$ cat src/rtl/ex_mem_flag_stage.sv
// ex_mem_flag_stage
// Pipeline register between the 32-bit ALU (execute) and memory/writeback.
// It registers the ALU result, destination index and write enable, keeps the
// committed CPSR flags {N,Z,V}, evaluates a 3-bit branch condition against
// those committed flags, and counts retired (committed valid) instructions.
//
// Ports:
//   clk, reset        clock (rising edge) and async active-high reset
//   in_valid          execute stage presents a real instruction
//   in_alu_out        ALU result
//   in_zout/sout/oout ALU zero / sign / overflow flags
//   in_rd             destination register index
//   in_reg_write      instruction writes a register
//   in_set_flags      instruction updates the CPSR
//   stall, flush      hold stage / discard instruction being captured
//   cond              condition code to evaluate against cpsr
//   out_valid         stage holds a valid instruction
//   out_result        registered ALU result
//   out_rd            registered destination index
//   out_reg_write     registered write enable, gated by out_valid
//   cpsr              committed flags {N,Z,V}
//   cond_pass         combinational result of cond against cpsr
//   retire_cnt        number of committed valid instructions (wraps)

module ex_mem_flag_stage #(
    parameter int DATA_W  = 32,
    parameter int RADDR_W = 5,
    parameter int CNT_W   = 32
) (
    input  logic               clk,
    input  logic               reset,
    input  logic               in_valid,
    input  logic [DATA_W-1:0]  in_alu_out,
    input  logic               in_zout,
    input  logic               in_sout,
    input  logic               in_oout,
    input  logic [RADDR_W-1:0] in_rd,
    input  logic               in_reg_write,
    input  logic               in_set_flags,
    input  logic               stall,
    input  logic               flush,
    input  logic [2:0]         cond,
    output logic               out_valid,
    output logic [DATA_W-1:0]  out_result,
    output logic [RADDR_W-1:0] out_rd,
    output logic               out_reg_write,
    output logic [2:0]         cpsr,
    output logic               cond_pass,
    output logic [CNT_W-1:0]   retire_cnt
);

    localparam logic [2:0] COND_AL = 3'b000;
    localparam logic [2:0] COND_EQ = 3'b001;
    localparam logic [2:0] COND_NE = 3'b010;
    localparam logic [2:0] COND_LT = 3'b011;
    localparam logic [2:0] COND_GE = 3'b100;
    localparam logic [2:0] COND_MI = 3'b101;
    localparam logic [2:0] COND_PL = 3'b110;
    localparam logic [2:0] COND_VS = 3'b111;

    localparam logic [CNT_W-1:0] CNT_ONE = {{(CNT_W-1){1'b0}}, 1'b1};

    logic capture;
    logic flag_n;
    logic flag_z;
    logic flag_v;

    // A real capture happens only when neither flush nor stall is asserted.
    assign capture = ~flush & ~stall;

    always_ff @(posedge clk or posedge reset) begin
        if (reset) begin
            out_valid     <= 1'b0;
            out_result    <= '0;
            out_rd        <= '0;
            out_reg_write <= 1'b0;
            cpsr          <= 3'b000;
            retire_cnt    <= '0;
        end else if (flush) begin
            // Kill the instruction but leave the data registers as they were.
            out_valid     <= 1'b0;
            out_reg_write <= 1'b0;
        end else if (capture) begin
            out_valid     <= in_valid;
            out_result    <= in_alu_out;
            out_rd        <= in_rd;
            out_reg_write <= in_valid & in_reg_write;
            if (in_valid && in_set_flags) begin
                cpsr <= {in_sout, in_zout, in_oout};
            end
            if (in_valid) begin
                retire_cnt <= retire_cnt + CNT_ONE;
            end
        end
    end

    assign flag_n = cpsr[2];
    assign flag_z = cpsr[1];
    assign flag_v = cpsr[0];

    // Only committed flags are used; the control unit guarantees a bubble
    // between a flag-setter and a dependent branch, so no bypass is needed.
    always_comb begin
        cond_pass = 1'b1;
        unique case (cond)
            COND_AL: cond_pass = 1'b1;
            COND_EQ: cond_pass = flag_z;
            COND_NE: cond_pass = ~flag_z;
            COND_LT: cond_pass = flag_n ^ flag_v;
            COND_GE: cond_pass = ~(flag_n ^ flag_v);
            COND_MI: cond_pass = flag_n;
            COND_PL: cond_pass = ~flag_n;
            COND_VS: cond_pass = flag_v;
            default: cond_pass = 1'b1;
        endcase
    end

endmodule
$ cat config.mk
export PLATFORM = sky130hd
export DESIGN_NAME = ex_mem_flag_stage
export DESIGN_NICKNAME = d
export VERILOG_FILES = /design/src/rtl/ex_mem_flag_stage.sv
export SDC_FILE = /design/constraint.sdc
export NUM_CORES = 1
export LEC_CHECK = 0
export ABC_AREA = 1
export CORE_MARGIN = 5
export CORE_UTILIZATION = 40
export CTS_CLUSTER_DIAMETER = 50
export DETAILED_ROUTE_END_ITERATION = 7
export PLACE_DENSITY = 0.76
export SYNTH_ARGS = -nofsm -noshare
export SYNTH_HDL_FRONTEND = slang
export SYNTH_SLANG_ARGS = --single-unit
$ cat constraint.sdc
create_clock -name clk -period 2.96 [get_ports clk]
set_clock_uncertainty 0.15 [all_clocks]
set_input_delay 0.888 -clock clk [delete_from_list [all_inputs] [get_ports clk]]
set_output_delay 0.888 -clock clk [all_outputs]
set_load 0.02 [all_outputs]
==> Yosys cells after proc, flatten, opt, wreduce, memory -nomap -nowiden <==
Index checks and enable logic that the tools add are counted.
{ "totals": {"reg_bits": 74, "input_bits": 50, "output_inout_bits": 75, "wordCells": 33} }
{ "classes": {"add_sub_neg": 1, "n_eq_ne": 7, "n_mux": 5, "bitwise": 8, "reduce_logical": 6} }
{ "ops": {"columns": ["cell", "n"], "rows": [
  ["adder 32 x 1 -> 32 bit, second input constant", 1],
  ["== test 3 bit, second input constant", 4],
  ["case mux 1 bit (8 select lines)", 1],
  ["== test 3 x 2 -> 1 bit, second input constant", 2],
  ["AND reduction 3 bit", 2],
  ["inverter 1 bit", 5],
  ["two-way mux 1 bit", 4],
  ["== test 3 x 1 -> 1 bit, second input constant", 1],
  ["logical NOT 3 bit", 1],
  ["bitwise AND 1 bit", 2],
  ["AND reduction 2 bit", 1],
  ["nonzero test 2 bit", 1],
  ["logical AND 1 bit", 1],
  ["XOR 1 bit", 1]
]} }

==> Logic depth before layout (Yosys ltp) <==
{ "depth": {"ltp_word": 4, "ltp_mapped": 9, "mapped_depth_nobuf": 9} }

==> Worst setup path after synthesis <==
OpenSTA, ideal clock, no wires.
{ "synth_path": {"path_kind": "input-to-output", "startpoint": "input cond[1]", "endpoint": "output cond_pass", "arrival_ns": 1.369, "required_time_ns": 1.922, "slack_ns": 0.553, "cell_stages": 6, "path_buffers": 0, "cell_sequence": "inv_1 o21ai_0 o21ai_0 nand3_1 nand2_1 inv_1"} }
{ "synth_via": {"elab_chain_len": 2, "elab_cells_between_ends": 9, "cone_classes": "eq/ne: 7; mux: 1; reduce/logical: 1"} }
{ "synth_lines": {"columns": ["element", "line_no", "text"], "rows": [
  ["start: declaration", "42", "input logic [2:0] cond,"],
  ["== test 3 bit, or another cell as far along", "105", "unique case (cond)"],
  ["case mux 1 bit (8 select lines) (*)", "105", null],
  ["end: declaration", "48", "output logic cond_pass,"]
]} }
Mark *: on every way between the ends. The rest lies on a longest branch, timed or not.

==> Final worst setup path <==
{ "layout_path": {"startpoint": "input cond[2]", "endpoint": "output cond_pass"} }
The elaborated chain is that of the path after synthesis.

==> flow_metrics.env <==
export IMPL_synth_cell_types=25
export IMPL_critical_path_max_stage_delay_ns=0.48
export IMPL_pre_cts_ws_ns=-0.569
export IMPL_hold_path_class="flop to flop"
export IMPL_rows=33
export IMPL_dieArea_mm2=0.0106
export IMPL_seq_area_mm2=0.00185
export IMPL_r2r_start="retire_cnt[0]"
export IMPL_diodes=0
export IMPL_p_per_area_mw_per_mm2=519
export IMPL_grt_pass1_wl_um=14700
export IMPL_layout_commonest_cell="nand2_1"
export IMPL_synth_area_mm2=0.00345
export IMPL_die_y_um=103
export IMPL_cp_cell_sequence="clkdlybuf4s50_1 -> nor2_1 -> o211ai_1 -> nand2_1 -> inv_1 -> clkdlybuf4s15_2"
export IMPL_most_common_layout_cells="nand2_1, clkdlybuf4s50_1, dfrtp_1"
export IMPL_worst_path_max_fanout=2
export IMPL_drtIter0Drc=135
export IMPL_multi_input_area_mm2=0.00146
export IMPL_first_pass_iters=4
export IMPL_area_growth_pct=46.0
export IMPL_tns_ns=0
export IMPL_clkSinkCount=74
export IMPL_drt_wirelength_per_cell_um=13.4
export IMPL_route_detailed_drc=0
export IMPL_worstPathRequired_ns=1.92
export IMPL_reg2reg_slack_ns=1.29
export IMPL_fmax_ghz=0.344
export IMPL_slowest_stage="clkdlybuf4s50_1"
export IMPL_finalCriticalPeriod_ns=2.91
export IMPL_r2r_end="retire_cnt[12]"
export IMPL_worst_slack_ns=0.0488
export IMPL_worst_slew_pin_transition_ns=0.611
export IMPL_yosysWarnings=0
export IMPL_worstRegToRegCells=7
export IMPL_synth_avg_cell_area_um2=8.22
export IMPL_htreeDepth=3
export IMPL_postRouteAntennaNets=0
export IMPL_endpoint_kind="primary output"
export IMPL_grt_usage_pct=17.9
export IMPL_ioPinCount=125
export IMPL_port_buffers=124
export IMPL_drive_gt1_share_pct=6.46
export IMPL_rsz0062_at_grt="no"
export IMPL_num_fill_cells=748
export IMPL_status="completed"
export IMPL_syn_nets=471
export IMPL_cp_start_kind="input port"
export IMPL_clk_latency_ns=0.34
export IMPL_hold_viol_final=0
export IMPL_final_nets=603
export IMPL_final_hold_worst_slack_ns=0.324
export IMPL_critPathKind="input port to primary output"
export IMPL_antenna_found_initial=0
export IMPL_cts_hold_buf=0
export IMPL_hold_end="out_result[26]"
export IMPL_core_mm2=0.00830
export IMPL_period_share_pct=98.4
export IMPL_grt_pass1_vias=2970
export IMPL_viasPerCell=4.64
export IMPL_grt_max_degree=38
export IMPL_clk_pin_slew_ns=0.08
export IMPL_p_total_uw=2620
export IMPL_globalRouteOverflowTotal=0
export IMPL_netlist_instances=420
export IMPL_dp_hpwl_um=6920
export IMPL_slew_limit_headroom_pct=59.2
export IMPL_ir_drop_mv=0.286
export IMPL_hold_depth=2
export IMPL_yosysSeqAreaShare_pct=53.6
export IMPL_cp_data_arrival_time_ns=1.87
export IMPL_maxCapViolations=0
export IMPL_die_w_um=103
export IMPL_ys_ff_latch=74
export IMPL_totalWireLength_um=8900
export IMPL_place_gp_congestion=0.764
export IMPL_cts_buffers=9
export IMPL_initial_core_util_pct=41.6
export IMPL_leakage_uw=0.00251
export IMPL_vias=3071
export IMPL_clk_path_buf_depth=2
export IMPL_min_from="out_result[26]"
export IMPL_finalMaxSlewViolations=0
export IMPL_setup_viol=0
export IMPL_cts_tree="done"
export IMPL_cts_root_buf="clkbuf_8"
## power by group
group	switching [uW]	internal (uW)
Clock	388	391
Sequential	88.7	1120
Combinational	322	310
## critical path: cells and delay by family
kind                   cells  cell delay [ns]
buffers and inverters      3             0.78
AOI/OAI and AO/OA          1             0.08
and+or+nand+nor            2             0.12
## Yosys cell counts (all sizes together)
master,instances,area [um^2]
nand2,211,817
dfrtp,74,1850
nor2,42,248
inv,28,105
nand3,14,70.1
nand3b,11,82.6
xor2,9,78.8
xnor2,7,61.3
buf,5,27.5
o21ai,4,20.0
clkbuf,3,11.3
nand4,3,18.8
nor3,3,15.0
a21oi,2,10.0
a32o,1,10.0
and3,1,6.26
ha,1,12.5
o211ai,1,7.51
## metal layers
layer,vias to the layer above,wire length [um],track usage (%)
li1,1551,-,-
met1,1437,3650,21.9
met2,72,4580,31.1
met3,11,501,3.86
met4,0,166,6.47
met5,-,0,0
## logic make-up (layout without fill, tap and decap cells)
family          after synthesis  count (layout)  synth area share, %
xor+xnor                     16              16                 4.06
fa+ha+maj                     1               1                0.362
flops                        74              74                 53.6
simple gates                285             285                 36.4
compound gates                8               8                 1.38
buf+inv                      36             173                 4.17
## flip-flops by register name (all words and copies together) (netlist names)
name / cells
out_rd: 5
retire_cnt: 32
cpsr: 3
out_result: 32
out_reg_write: 1
out_valid: 1
## how the worst max path moves through the flow
stage,end,cells after the start,from,slack [ns]
after floorplan,cpsr[0],1,reset,0.04
after global placement,cond_pass,8,cond[0],-0.52
after detailed placement,cond_pass,8,cond[0],-0.57
after CTS,cond_pass,8,cond[0],0.03
after global routing,cond_pass,8,cond[1],0.004
final,cond_pass,6,cond[2],0.05
## what timing repair did
action                     4_1_cts  5_1_grt
setup endpoints to repair        1        1
resized for setup                5        6
setup buffers                    0        0
gates cloned                     0        0
## layout make-up
cell class | count | area share, %
clock buffers | 10 | 2.53
clock inverters | 6 | 1.34
well taps | 105 | 2.61
inverters | 28 | 2.08
flip-flops and latches | 74 | 36.7
repair buffers | 129 | 25.8
multi-input cells | 310 | 28.9
## stage by stage
step | utilization (%) | area, um^2 | instances
final | 60.7 | 5040 | 662
after global routing | 60.7 | 5040 | 662
after CTS | 60.8 | 5040 | 662
after detailed placement | 58.4 | 4850 | 646
after global placement | 58.4 | 4850 | 646
after floorplan | - | 3450 | 420
Note: power is estimated with default switching activity, not from simulation.
